`src/rtl/text_line_sequencer.sv`:
```
// Steps through a 16-entry text buffer, strobing one character per frame to a
// glyph renderer exactly when the video counters reach that character's cell.
module text_line_sequencer #(
  parameter logic [9:0] ORIGIN_X = 10'd16,
  parameter logic [9:0] ORIGIN_Y = 10'd32,
  parameter logic       LOOP     = 1'b0
) (
  input  logic       pixclk,
  input  logic       reset,
  input  logic [9:0] CounterX,
  input  logic [9:0] CounterY,
  input  logic       wr_en,
  input  logic [3:0] wr_addr,
  input  logic [5:0] wr_chr,
  input  logic [4:0] len,
  input  logic       start,
  input  logic       charDone,
  output logic [5:0] chr,
  output logic       drCh,
  output logic       busy,
  output logic       done
);

  localparam int unsigned COORD_W = 10;
  localparam int unsigned CHR_W   = 6;
  localparam int unsigned IDX_W   = 4;
  localparam int unsigned LEN_W   = 5;
  localparam int unsigned DEPTH   = 16;
  localparam int unsigned CELL_SH = 3;

  localparam logic [2:0] S_IDLE      = 3'd0;
  localparam logic [2:0] S_ARM       = 3'd1;
  localparam logic [2:0] S_STROBE    = 3'd2;
  localparam logic [2:0] S_WAIT_DONE = 3'd3;
  localparam logic [2:0] S_NEXT      = 3'd4;

  logic [2:0]         state_q, state_d;
  logic [IDX_W-1:0]   idx_q, idx_d;
  logic [LEN_W-1:0]   count_q, count_d;
  logic [CHR_W-1:0]   chr_q, chr_d;
  logic               drch_q, drch_d;
  logic               busy_q, busy_d;
  logic               done_q, done_d;
  logic               char_done_prev_q, char_done_prev_d;
  logic               line_ok_q, line_ok_d;
  logic [CHR_W-1:0]   txt_q [DEPTH];
  logic [CHR_W-1:0]   txt_d [DEPTH];

  logic [LEN_W-1:0]   len_clamped;
  logic [COORD_W-1:0] target_x;
  logic               arm_hit;
  logic               char_rise;
  logic [LEN_W-1:0]   idx_inc;
  logic [CHR_W-1:0]   strobe_chr;

  // Text buffer: writes land on every edge regardless of FSM state.
  always_comb begin
    txt_d = txt_q;
    if (wr_en) txt_d[wr_addr] = wr_chr;
  end

  // Cell geometry, edge detect and write-through selection.
  always_comb begin
    len_clamped = (len > LEN_W'(DEPTH)) ? LEN_W'(DEPTH) : len;
    target_x    = ORIGIN_X + (COORD_W'(idx_q) << CELL_SH);
    arm_hit     = line_ok_q && (CounterY == ORIGIN_Y) &&
                  (CounterX == (target_x - COORD_W'(1)));
    char_rise   = charDone && !char_done_prev_q;
    idx_inc     = LEN_W'(idx_q) + LEN_W'(1);
    strobe_chr  = (wr_en && (wr_addr == idx_q)) ? wr_chr : txt_q[idx_q];
  end

  // Next-state and registered-output logic.
  always_comb begin
    state_d          = state_q;
    idx_d            = idx_q;
    count_d          = count_q;
    chr_d            = chr_q;
    drch_d           = 1'b0;
    busy_d           = busy_q;
    done_d           = 1'b0;
    char_done_prev_d = charDone;
    // A row other than the text row must pass before the next strobe,
    // which limits the renderer to one cell per frame.
    line_ok_d        = line_ok_q | (CounterY != ORIGIN_Y);

    case (state_q)
      S_IDLE: begin
        if (start) begin
          count_d = len_clamped;
          if (len_clamped == LEN_W'(0)) begin
            done_d = 1'b1;
          end else begin
            idx_d   = '0;
            busy_d  = 1'b1;
            state_d = S_ARM;
          end
        end
      end
      S_ARM: begin
        if (arm_hit) begin
          chr_d     = strobe_chr;
          drch_d    = 1'b1;
          line_ok_d = 1'b0;
          state_d   = S_STROBE;
        end
      end
      S_STROBE: begin
        state_d = S_WAIT_DONE;
      end
      S_WAIT_DONE: begin
        if (char_rise) state_d = S_NEXT;
      end
      S_NEXT: begin
        if (idx_inc < count_q) begin
          idx_d   = idx_q + IDX_W'(1);
          state_d = S_ARM;
        end else if (LOOP) begin
          idx_d   = '0;
          state_d = S_ARM;
        end else begin
          busy_d  = 1'b0;
          done_d  = 1'b1;
          state_d = S_IDLE;
        end
      end
      default: begin
        state_d = S_IDLE;
      end
    endcase
  end

  always_ff @(posedge pixclk) begin
    if (reset) begin
      state_q          <= S_IDLE;
      idx_q            <= '0;
      count_q          <= '0;
      chr_q            <= '0;
      drch_q           <= 1'b0;
      busy_q           <= 1'b0;
      done_q           <= 1'b0;
      char_done_prev_q <= 1'b0;
      line_ok_q        <= 1'b1;
      for (int i = 0; i < DEPTH; i++) txt_q[i] <= '0;
    end else begin
      state_q          <= state_d;
      idx_q            <= idx_d;
      count_q          <= count_d;
      chr_q            <= chr_d;
      drch_q           <= drch_d;
      busy_q           <= busy_d;
      done_q           <= done_d;
      char_done_prev_q <= char_done_prev_d;
      line_ok_q        <= line_ok_d;
      txt_q            <= txt_d;
    end
  end

  assign chr  = chr_q;
  assign drCh = drch_q;
  assign busy = busy_q;
  assign done = done_q;

endmodule

```
`config.mk`:
```
export PLATFORM = sky130hd
export DESIGN_NAME = text_line_sequencer
export DESIGN_NICKNAME = d
export VERILOG_FILES = /design/src/rtl/text_line_sequencer.sv
export SDC_FILE = /design/constraint.sdc
export NUM_CORES = 1
export LEC_CHECK = 0
export ABC_CLOCK_PERIOD_IN_PS = 2450
export BUFFER_PORTS_ARGS = -buffer_cell sky130_fd_sc_hd__buf_2
export CAP_MARGIN = 20
export CORE_MARGIN = 10
export CORE_UTILIZATION = 23
export CTS_BUF_LIST = sky130_fd_sc_hd__clkbuf_4
export DETAILED_ROUTE_END_ITERATION = 8
export GPL_TIMING_DRIVEN = 0
export PLACE_DENSITY_LB_ADDON = 0.08
export RECOVER_POWER = 100
export SYNTH_ARGS = -nofsm -noshare
export SYNTH_HDL_FRONTEND = slang
export SYNTH_SLANG_ARGS = --single-unit
```
`constraint.sdc`:
```
create_clock -name pixclk -period 2.45 [get_ports pixclk]
set_input_delay 0.49 -clock pixclk [delete_from_list [all_inputs] [get_ports pixclk]]
set_output_delay 0.49 -clock pixclk [all_outputs]
set_load 0.05 [all_outputs]
```
==> impl_metrics.tcl, run 1 <==
set metrics [dict create \
    min_from "charDone" \
    leakage_nw 2.59 \
    worst-endpoint-arrival_ps 2830 \
    cap_violations 0 \
    grt_antenna_before_repair 1 \
    worst_slew_pin_slew_ps 911 \
    dp_hpwl_mm 13.5 \
    die_w_um 177 \
    synth.ff_latch_count 119 \
    drt_iter0_drc 306 \
    firstDrtPassIters 5 \
    cts_tree "done" \
    synth_sequential_area_ratio_pct 42.1 \
    initial_core_util_pct 23.3 \
    floorplan.rows 57 \
    count_of_clock_tree_sinks 119 \
    synth_warnings 0 \
    worst_setup_path_end_kind "register" \
    timing.slew.headroom_pct 39.1 \
    share_of_async_settable_or_async_resettable_flops_after_synthesis_pct 0 \
    post_synth_inst_count 559 \
    design.final.nets 683 \
    critPathLaunchType "register" \
    drt-met1-wl_mm 9.28 \
    synth_area_per_cell_um2 10.1 \
    worst_case_hold_slack_ps 206 \
    drc 0 \
    layout-area-overhead-vs-synth_pct 20.7 \
    mappedNetlistArea_mm2 0.00566 \
    grt_start_max_net_pins 20 \
    vdd_drop_max_mv 0.255 \
    finalHoldViolations 0 \
    routedWlPerCell_um 19.2 \
    finish.utilization_pct 28.2 \
    finClkSkew_ps 17.0 \
    grt_first_pass_wirelength_mm 28.1 \
    data_required_critical_path_ps 2900 \
    synth.net_count 604 \
    global_route.overflow_total 0 \
    detailroute.wirelength.met2_mm 8.50 \
    clock_latency_ps 520 \
    worst-path-max-fanout 4 \
    wl_met3_um 880 \
    worst-setup-path-type "register to register" \
    ff2ff_path_depth 7 \
    run_status "finished clean" \
    synth.top_cell.area_share_pct 42.1 \
    synth_area_leader_cell "sky130_fd_sc_hd__dfxtp_1" \
    hold_end "char_done_prev_q$_SDFF_PP0_" \
    min_cycle_time_layout_ps 2390 \
    synth_top_cells_by_area "sky130_fd_sc_hd__dfxtp_1 42%, sky130_fd_sc_hd__mux2i_1 16%, sky130_fd_sc_hd__mux4_2 11%" \
    unrepaired_setup_endpoints_after_global_routing "true" \
    finalMaxSlewViolations 0 \
    synth.most_common_cell "sky130_fd_sc_hd__dfxtp_1" \
    ctsRootBufferMaster "sky130_fd_sc_hd__clkbuf_4" \
    finish.instance_area_mm2 0.00683 \
    first_global_vias 4392 \
    globalRouteTotalUtil_pct 12.1 \
    vias 4448 \
    clock_path_buffers 2 \
    reg2reg_slack_ps 60 \
    cts_bufs_inserted 17 \
    placedInstanceArea_mm2 0.00626 \
    hold_path_depth 2 \
    ys_top_cells_by_count "119 x sky130_fd_sc_hd__dfxtp_1, 109 x sky130_fd_sc_hd__nor2_1, 90 x sky130_fd_sc_hd__mux2i_1, 31 x sky130_fd_sc_hd__clkbuf_1, 28 x sky130_fd_sc_hd__mux4_2" \
    cellPowerDensity_mw_per_mm2 561 \
    highest_layer "met4" \
    setup_violations 0 \
    synth-edff-count 0 \
    ys.flop_type "sky130_fd_sc_hd__dfxtp_1" \
    postRouteWirelength_mm 18.8 \
    timing.rr.start "idx_q[0]$_SDFFE_PP0P_" \
    reg_to_reg_endpoint "idx_q[2]$_SDFFE_PP0P_" \
    fp.dieArea_mm2 0.0313 \
    ctsHtreeMaxLevel 4 \
    die_h_um 177 \
    pin_count 49 \
    gp_congestion 0.789 \
    timing.final.crit_share_pct 97.5 \
    fmax_mhz 419 \
    clock_edge_transition_at_the_registers_on_the_reported_setup_and_hold_paths_ps 120 \
    final_layout_size_suffix_gt1_share_pct 21.4 \
    worst_hold_path_type "input port to register" \
    route.antenna.remaining_nets 0 \
    core_area_mm2 0.0242 \
    ys_types 56 \
    post_drt_via_cell_ratio 4.55 \
    io_buffers 39 \
]
[flip-flops by register name (all words and copies together), names as in the netlist]
name,count
busy,1
chr,6
state_q,3
char_done_prev_q,1
idx_q,4
done,1
drCh,1
count_q,5
line_ok_q,1
txt_q,96
[stage by stage]
step | std cells | power, mW | worst slack (ps) | setup TNS [ps]
global route | 977 | 4.01 | -27.3 | -27.3
finish | 977 | 3.83 | 60.7 | 0
detailed placement | 922 | 2.32 | -651 | -3040
global placement | 922 | 2.32 | -672 | -2950
floorplan | 559 | 2.20 | 95.3 | 0
CTS | 953 | 3.89 | 2.68 | 0
[per-layer routing]
layer / up-vias / GRT usage [%]
met5: - / 0
met4: 0 / 2.94
met3: 5 / 3.16
met2: 86 / 18.7
met1: 2197 / 16.3
li1: 2160 / -
[cell type report]
class                   count  area, um2
clock buffers              20        150
fillers                  2600      17400
inverters                   7       26.3
repair buffers             63        368
clock inverters            12        153
well taps                 324        405
flip-flops and latches    119       2390
diodes                      2       5.00
plain buffers              40        199
multi-input cells         390       3130
[worst max path at each step]
stage,startpoint,to,slack (ps),depth (start not counted)
2_1_floorplan,idx_q[1]$_SDFFE_PP0P_,idx_q[0]$_SDFFE_PP0P_,100,11
3_3_place_gp,idx_q[1]$_SDFFE_PP0P_,idx_q[0]$_SDFFE_PP0P_,-670,11
3_5_place_dp,idx_q[1]$_SDFFE_PP0P_,idx_q[0]$_SDFFE_PP0P_,-650,11
4_1_cts,idx_q[0]$_SDFFE_PP0P_,idx_q[2]$_SDFFE_PP0P_,3,10
5_1_grt,idx_q[0]$_SDFFE_PP0P_,idx_q[2]$_SDFFE_PP0P_,-30,7
6_report,idx_q[0]$_SDFFE_PP0P_,idx_q[2]$_SDFFE_PP0P_,60,7
[worst max-delay path, cell delays in order (launching register included)]
cell and delay [ps]:
sky130_fd_sc_hd__dfxtp_4 380, sky130_fd_sc_hd__ha_2 300, sky130_fd_sc_hd__ha_1 270, sky130_fd_sc_hd__a21boi_1 150, sky130_fd_sc_hd__o311ai_4 340, sky130_fd_sc_hd__nand3_1 140
sky130_fd_sc_hd__or4b_1 540, sky130_fd_sc_hd__a31oi_1 180
[cell usage in the layout, fill, tap and decap left out, drive strengths merged, types with 5 or more instances in the layout]
master,synthesis,final
a21o,6,6
ha,5,5
mux2i,90,90
clkbuf,31,58
dfxtp,119,119
xor2,5,5
nand3b,10,10
nand2b,5,5
nand2,22,22
buf,12,65
nand3,10,10
nor3,5,5
nor2,109,109
clkinv,0,5
o2111ai,7,7
mux4,29,29
o21ai,9,9
a21oi,21,21
inv,7,8
nor2b,10,10
[what timing repair did]
action | CTS | global route
hold buffers | 0 | 0
pin swaps | 2 | 4
endpoints found under the setup margin | 12 | 10
buffers inserted | 2 | 22
gates resized for setup | 17 | 15
[logic make-up (layout without fill, tap and decap cells)]
group                      after synthesis  count (layout)  share of synthesized area, %
muxes                                  121             121                          27.9
and+or+nand+nor                        194             194                          16.0
xor gates and xnor gates                 9               9                          1.64
adders and majority gates                5               5                          1.11
AOI/OAI and AO/OA                       61              61                          7.41
DFF                                    119             119                          42.1
other                                    0               2                             0
buffers and inverters                   50             142                          3.82
[report_power, final]
| group | total, mW | internal (mW) | leakage [nW] | switching, mW |
|---|---|---|---|---|
| clock | 1.54 | 0.740 | 0.157 | 0.801 |
| combinational | 0.311 | 0.105 | 1.47 | 0.207 |
| sequential | 1.98 | 1.96 | 0.964 | 0.0162 |
| total | 3.83 | 2.80 | 2.59 | 1.02 |
No activity file was read; power rests on OpenSTA's default activity.
==> inputs of run 2 (changes only) <==
--- a/config.mk
+++ b/config.mk
@@ -5,6 +5,7 @@
 export SDC_FILE = /design/constraint.sdc
 export NUM_CORES = 1
 export LEC_CHECK = 0
+export ABC_AREA = 1
 export ABC_CLOCK_PERIOD_IN_PS = 2450
 export BUFFER_PORTS_ARGS = -buffer_cell sky130_fd_sc_hd__buf_2
 export CAP_MARGIN = 20
==> run 2 against run 1 <==
Effect of this change:
- clock-buffer cell count down 3
- hold slack worse by 41 ps
- non-clock buffer count down 2
- die area rose by 3.0%
- largest power group unchanged
- sequential cell count unchanged
- via count increased by 31%
- setup slack improved by 160 ps
- sequential power increased by 4%
==> impl_metrics.tcl, run 2 <==
set metrics [dict create \
    post_synth_inst_count 881 \
    highest_layer "met4" \
    synth.top_cell.area_share_pct 40.7 \
    unrepaired_setup_endpoints_after_global_routing "false" \
    synth_area_per_cell_um2 6.64 \
    cell_internal_pwr_mw 2.88 \
    ctsRootBufferMaster "sky130_fd_sc_hd__clkbuf_4" \
    synth_sequential_area_ratio_pct 40.7 \
    route.antenna.remaining_nets 0 \
    clock_path_buffers 2 \
    grt_start_max_net_pins 17 \
    vdd_drop_max_mv 0.199 \
    seq_power_share_pct 43.8 \
    sw_frac_of_total_pct 38.5 \
    core_area_mm2 0.0251 \
    finalHoldViolations 0 \
    data_required_critical_path_ps 2870 \
    wl_met3_um 903 \
    cap_violations 0 \
    globalRouteTotalUtil_pct 13.8 \
    ff2ff_path_depth 10 \
    placedInstanceArea_mm2 0.00650 \
    final_layout_size_suffix_gt1_share_pct 9.38 \
    first_global_vias 5635 \
    min_from "charDone" \
    io_buffers 47 \
    largest-register "txt_q" \
    vias 5818 \
    worst_hold_path_type "input port to register" \
    count_of_clock_tree_sinks 119 \
    finish.instance_area_mm2 0.00672 \
    post_drt_via_cell_ratio 4.51 \
    largest_register_ffs 96 \
    finalMaxSlewViolations 0 \
    grt_first_pass_wirelength_mm 34.7 \
    synth_top_cells_by_area "sky130_fd_sc_hd__dfxtp_1 41%, sky130_fd_sc_hd__nand2_1 10%, sky130_fd_sc_hd__o21ai_0 10%" \
    worst-path-max-fanout 10 \
    drc 0 \
    global_route.overflow_total 0 \
    critPathLaunchType "register" \
    p_comb_share_pct 27.0 \
    hold_end "char_done_prev_q$_SDFF_PP0_" \
    grt_antenna_before_repair 1 \
    ys.flop_type "sky130_fd_sc_hd__dfxtp_1" \
    synth.most_common_cell "sky130_fd_sc_hd__nand2_1" \
    design.final.nets 992 \
    cellPowerDensity_mw_per_mm2 696 \
    dp_hpwl_mm 16.9 \
    detailroute.wirelength.met2_mm 10.2 \
    postRouteWirelength_mm 22.8 \
    synth.net_count 926 \
    drt_iter0_drc 414 \
    gp_congestion 0.912 \
    ys_types 30 \
    finClkSkew_ps 15.7 \
    initial_core_util_pct 23.3 \
    fp.dieArea_mm2 0.0322 \
    synth-edff-count 0 \
    synth_warnings 0 \
    timing.rr.start "idx_q[3]$_SDFFE_PP0P_" \
    synth.ff_latch_count 119 \
    floorplan.rows 58 \
    share_of_async_settable_or_async_resettable_flops_after_synthesis_pct 0 \
    drt-met1-wl_mm 11.5 \
    layout-area-overhead-vs-synth_pct 14.9 \
    mappedNetlistArea_mm2 0.00585 \
    leakage_nw 2.85 \
    die_w_um 179 \
    worst_slew_pin_slew_ps 850 \
    cts_post_setup_buffers_inserted 0 \
    min_cycle_time_layout_ps 2230 \
    cts_tree "done" \
    routedWlPerCell_um 17.7 \
    synth_area_leader_cell "sky130_fd_sc_hd__dfxtp_1" \
    fin_tns_setup_ps 0 \
    timing.slew.headroom_pct 43.3 \
    worst_setup_path_end_kind "register" \
    reg_to_reg_endpoint "chr[2]$_SDFFE_PP0P_" \
    worst-setup-path-type "register to register" \
    run_status "finished clean" \
    firstDrtPassIters 5 \
    total_switching_power_mw 1.80 \
    ys_top_cells_by_count "163 x sky130_fd_sc_hd__nand2_1, 119 x sky130_fd_sc_hd__dfxtp_1, 119 x sky130_fd_sc_hd__o21ai_0, 110 x sky130_fd_sc_hd__a21oi_1, 109 x sky130_fd_sc_hd__inv_1" \
    commonest_cells_after_routing_fill_and_taps_aside "163 x sky130_fd_sc_hd__nand2_1, 119 x sky130_fd_sc_hd__o21ai_0, 118 x sky130_fd_sc_hd__dfxtp_1, 110 x sky130_fd_sc_hd__a21oi_1, 109 x sky130_fd_sc_hd__inv_1" \
    clock_latency_ps 550 \
    setup_violations 0 \
    ctsHtreeMaxLevel 4 \
    worst-endpoint-arrival_ps 2650 \
    timing.final.crit_share_pct 90.9 \
    final.fill_count 2924 \
    hold_path_depth 3 \
    fmax_mhz 449 \
    die_h_um 179 \
    reg2reg_slack_ps 220 \
    clock_edge_transition_at_the_registers_on_the_reported_setup_and_hold_paths_ps 120 \
    p_clk_share_pct 29.2 \
    cts_bufs_inserted 17 \
    pin_count 49 \
    final_common_cell "sky130_fd_sc_hd__nand2_1" \
]
==> run 2: cell types whose count changed after synthesis, moves of 50 or more <==
| cell | before | now |
|---|---|---|
| sky130_fd_sc_hd__a21oi_1 | 21 | 110 |
| sky130_fd_sc_hd__nand3_1 | 10 | 60 |
| sky130_fd_sc_hd__o21ai_0 | 9 | 119 |
| sky130_fd_sc_hd__inv_1 | 6 | 109 |
| sky130_fd_sc_hd__mux2i_1 | 90 | 0 |
| sky130_fd_sc_hd__nand2_1 | 22 | 163 |
==> run 2: cell families (layout without fill, tap and decap cells) <==
family	after synthesis	in the layout	share of synthesized area (%)
buffers and inverters	167	245	12.1
AOI/OAI and AO/OA	240	240	20.8
and+or+nand+nor	350	350	25.3
adders and majority gates	5	5	1.07
DFF	119	119	40.7
other	0	1	0
==> run 2: layer usage <==
layer / track usage, % / vias to the layer above
met5: 0 / -
met2: 21.3 / 130
met3: 3.13 / 11
met1: 19.0 / 2677
li1: - / 3000
met4: 3.77 / 0
==> run 2: worst max-delay path by stage <==
stage / start / end / cells past startpoint
6_report: idx_q[3]$_SDFFE_PP0P_ / chr[2]$_SDFFE_PP0P_ / 10
5_1_grt: idx_q[3]$_SDFFE_PP0P_ / idx_q[2]$_SDFFE_PP0P_ / 14
4_1_cts: idx_q[3]$_SDFFE_PP0P_ / idx_q[1]$_SDFFE_PP0P_ / 13
3_5_place_dp: reset / txt_q[35]$_SDFFE_PP0P_ / 6
3_3_place_gp: reset / txt_q[59]$_SDFFE_PP0P_ / 6
2_1_floorplan: idx_q[0]$_SDFFE_PP0P_ / idx_q[3]$_SDFFE_PP0P_ / 14
==> run 2: timing repair <==
item | in CTS | in global routing
setup endpoints to repair | 0 | 2
hold buffers | 0 | 0
gates resized for setup | 0 | 2
==> run 2: worst max-delay path, stage by stage (launching register included) <==
cell	delay, ps
sky130_fd_sc_hd__dfxtp_1	330
sky130_fd_sc_hd__clkbuf_4	210
sky130_fd_sc_hd__inv_1	210
sky130_fd_sc_hd__clkbuf_1	520
sky130_fd_sc_hd__o21ai_1	200
sky130_fd_sc_hd__nor2_1	250
sky130_fd_sc_hd__nor2_1	80
sky130_fd_sc_hd__nor2_1	130
sky130_fd_sc_hd__nor2_1	60
sky130_fd_sc_hd__nor2_1	80
sky130_fd_sc_hd__nor2_1	40
==> run 2: layout make-up <==
type | count | area [um2] | area share (%)
flip-flops and latches | 119 | 2380 | 35.5
clock buffers | 17 | 128 | 1.90
diodes | 1 | 2.50 | 0.0372
multi-input cells | 595 | 2750 | 40.8
repair buffers | 47 | 219 | 3.26
well taps | 330 | 413 | 6.14
plain buffers | 54 | 280 | 4.17
clock inverters | 14 | 126 | 1.88
inverters | 113 | 424 | 6.31
==> run 2: power groups by stage <==
stage                     Sequential [mW]  Combinational [mW]  Clock, mW
final                                2.05                1.26       1.37
after CTS                            2.05                1.27       1.44
after floorplan                      2.09               0.794          0
after detailed placement             2.09                1.27          0
after global routing                 2.06                1.41       1.52
after global placement               2.09                1.27          0
==> run 2: metrics by stage <==
step	power, mW	utilization (%)	std cells	hold WS [ps]	worst slack [ps]
2_1_floorplan	2.88	-	881	424	568
3_3_place_gp	3.36	25.9	1258	449	87.7
3_5_place_dp	3.36	25.9	1258	454	84.4
4_1_cts	4.76	26.9	1289	105	156
5_1_grt	4.99	26.8	1290	110	48.2
6_report	4.68	26.8	1290	165	224
==> inputs of run 3 (changes only) <==
--- a/config.mk
+++ b/config.mk
@@ -15,7 +15,6 @@
 export DETAILED_ROUTE_END_ITERATION = 8
 export GPL_TIMING_DRIVEN = 0
 export PLACE_DENSITY_LB_ADDON = 0.08
-export RECOVER_POWER = 100
 export SYNTH_ARGS = -nofsm -noshare
 export SYNTH_HDL_FRONTEND = slang
 export SYNTH_SLANG_ARGS = --single-unit
==> run 3 against run 2 <==
Effect of this change:
- via count about the same
- global-route usage unchanged
- power increased by 0.24%
- first-iteration DRC count increased by 6.8%
- critical path type unchanged
- largest power group unchanged
- register-to-register slack about the same
- critical path depth unchanged
==> impl_metrics.tcl, run 3 (synthesis results as in run 2) <==
set metrics [dict create \
    run_status "finished clean" \
    grt_first_pass_wirelength_mm 34.7 \
    design.final.nets 992 \
    ctsRootBufferMaster "sky130_fd_sc_hd__clkbuf_4" \
    cts_bufs_inserted 17 \
    worst-setup-path-type "register to register" \
    gp_congestion 0.912 \
    gr-usage-met1_pct 19.0 \
    worst-path-max-fanout 10 \
    finalMaxSlewViolations 0 \
    largest-register "txt_q" \
    drt_iter0_drc 442 \
    final_common_cell "sky130_fd_sc_hd__nand2_1" \
    pin_count 49 \
    core_area_mm2 0.0251 \
    commonest_cells_after_routing_fill_and_taps_aside "163 x sky130_fd_sc_hd__nand2_1, 119 x sky130_fd_sc_hd__o21ai_0, 118 x sky130_fd_sc_hd__dfxtp_1, 110 x sky130_fd_sc_hd__a21oi_1, 109 x sky130_fd_sc_hd__inv_1" \
    timing.final.crit_share_pct 91.1 \
    worst-endpoint-arrival_ps 2660 \
    worst_setup_path_end_kind "register" \
    area.sequential_mm2 0.00238 \
    fp.dieArea_mm2 0.0322 \
    global_route.usage.met2_pct 21.3 \
    data_required_critical_path_ps 2870 \
    first_global_vias 5635 \
    unrepaired_setup_endpoints_after_global_routing "false" \
    worst_hold_path_type "input port to register" \
    worst_case_hold_slack_ps 165 \
    postRouteWirelength_mm 22.8 \
    global_route.peak_usage_layer "met2" \
    initial_core_util_pct 23.3 \
    count_of_clock_tree_sinks 119 \
    finalHoldViolations 0 \
    cellPowerDensity_mw_per_mm2 694 \
    multi_input_gate_area_in_the_final_layout_mm2 0.00276 \
    clock_path_buffers 2 \
    fmax_mhz 448 \
    dpl_worst_slack_ps 84.4 \
    largest_register_ffs 96 \
    number_of_standard_cells_in_the_final_layout_excluding_fillers 1290 \
    die_h_um 179 \
    p_clk_share_pct 29.3 \
    globalRouteTotalUtil_pct 13.8 \
    layout_setup_ws_ps 217 \
    io_buffers 47 \
    seq_power_share_pct 43.7 \
    finClkSkew_ps 19.0 \
    min_cycle_time_layout_ps 2230 \
    critPathLaunchType "register" \
    routedWlPerCell_um 17.7 \
    total_switching_power_mw 1.81 \
    die_w_um 179 \
    layout-area-overhead-vs-synth_pct 15.5 \
    cap_violations 0 \
    fin_tns_setup_ps 0 \
    post_drt_via_cell_ratio 4.51 \
    clock_edge_transition_at_the_registers_on_the_reported_setup_and_hold_paths_ps 120 \
    ctsHtreeMaxLevel 4 \
    cts_tree "done" \
    drc 0 \
    vdd_drop_max_mv 0.207 \
    final_layout_size_suffix_gt1_share_pct 11.5 \
    global_route.overflow_total 0 \
    leakage_nw 2.93 \
    p_comb_share_pct 27.0 \
    clock_latency_ps 550 \
    grt_antenna_before_repair 1 \
    sw_frac_of_total_pct 38.6 \
    vias 5813 \
    placed_cells 1258 \
    timing.slew.headroom_pct 44.0 \
    firstDrtPassIters 7 \
    setup_violations 0 \
    cts_post_setup_buffers_inserted 0 \
    dp_hpwl_mm 16.9 \
    floorplan.rows 58 \
    cell_internal_pwr_mw 2.88 \
    worst_slew_pin_slew_ps 840 \
    grt_use_met3_pct 3.13 \
    route.antenna.remaining_nets 0 \
    final.fill_count 2912 \
    grt_start_max_net_pins 17 \
]
[run 3: cell count changes in the layout (fill, tap and decap cells not counted)]
cell,delta
sky130_fd_sc_hd__nand3_1,-1
sky130_fd_sc_hd__nand3_4,+1
sky130_fd_sc_hd__buf_2,+19
sky130_fd_sc_hd__clkbuf_1,-19
[run 3: power groups by stage]
stage	Sequential (mW)	Combinational, mW	Clock (mW)
floorplan	2.09	0.794	0
global placement	2.09	1.27	0
detailed placement	2.09	1.27	0
CTS	2.05	1.27	1.44
global route	2.06	1.42	1.52
finish	2.05	1.27	1.37
[run 3: layout make-up]
class                   count  area share, %
flip-flops and latches    119           35.3
diodes                      1         0.0370
plain buffers              54           4.26
inverters                 113           6.28
well taps                 330           6.11
clock buffers              17           1.89
multi-input cells         595           40.8
clock inverters            14           1.87
repair buffers             47           3.48
[run 3: final timing paths]
check,from,endpoint,slack [ps],cells after the start
hold reg to reg,busy$_SDFFE_PP0P_,busy$_SDFFE_PP0P_,480,2
hold / removal,charDone,char_done_prev_q$_SDFF_PP0_,160,3
setup / recovery,idx_q[3]$_SDFFE_PP0P_,chr[2]$_SDFFE_PP0P_,220,10
setup reg to reg,idx_q[3]$_SDFFE_PP0P_,chr[2]$_SDFFE_PP0P_,220,10
[run 3: timing repair]
item                       CTS  global route
setup endpoints to repair    0             2
hold buffers                 0             0
resized for setup            0             2
[run 3: critical path, stage by stage, from the launching register on]
cell and delay (ps):
sky130_fd_sc_hd__dfxtp_1 330, sky130_fd_sc_hd__clkbuf_4 210, sky130_fd_sc_hd__inv_1 210, sky130_fd_sc_hd__clkbuf_1 520, sky130_fd_sc_hd__o21ai_1 200, sky130_fd_sc_hd__nor2_1 250
sky130_fd_sc_hd__nor2_1 80, sky130_fd_sc_hd__nor2_1 130, sky130_fd_sc_hd__nor2_1 60, sky130_fd_sc_hd__nor2_1 80, sky130_fd_sc_hd__nor2_1 40
[run 3: layer usage]
metal  wire length (um)  part of all wire [%]  vias up
met3                828                   3.6       13
met1              11600                    51     2689
met5                  0                     0        -
met4                263                   1.2        0
li1                   -                     -     2995
met2              10200                    45      116
[run 3: stage by stage]
| step | util (%) | total power, mW | instance area [um2] |
|---|---|---|---|
| CTS | 26.9 | 4.76 | 6750 |
| detailed placement | 25.9 | 3.36 | 6500 |
| global placement | 25.9 | 3.36 | 6500 |
| finish | 26.9 | 4.69 | 6760 |
| floorplan | - | 2.88 | 5850 |
| global route | 26.9 | 4.99 | 6760 |
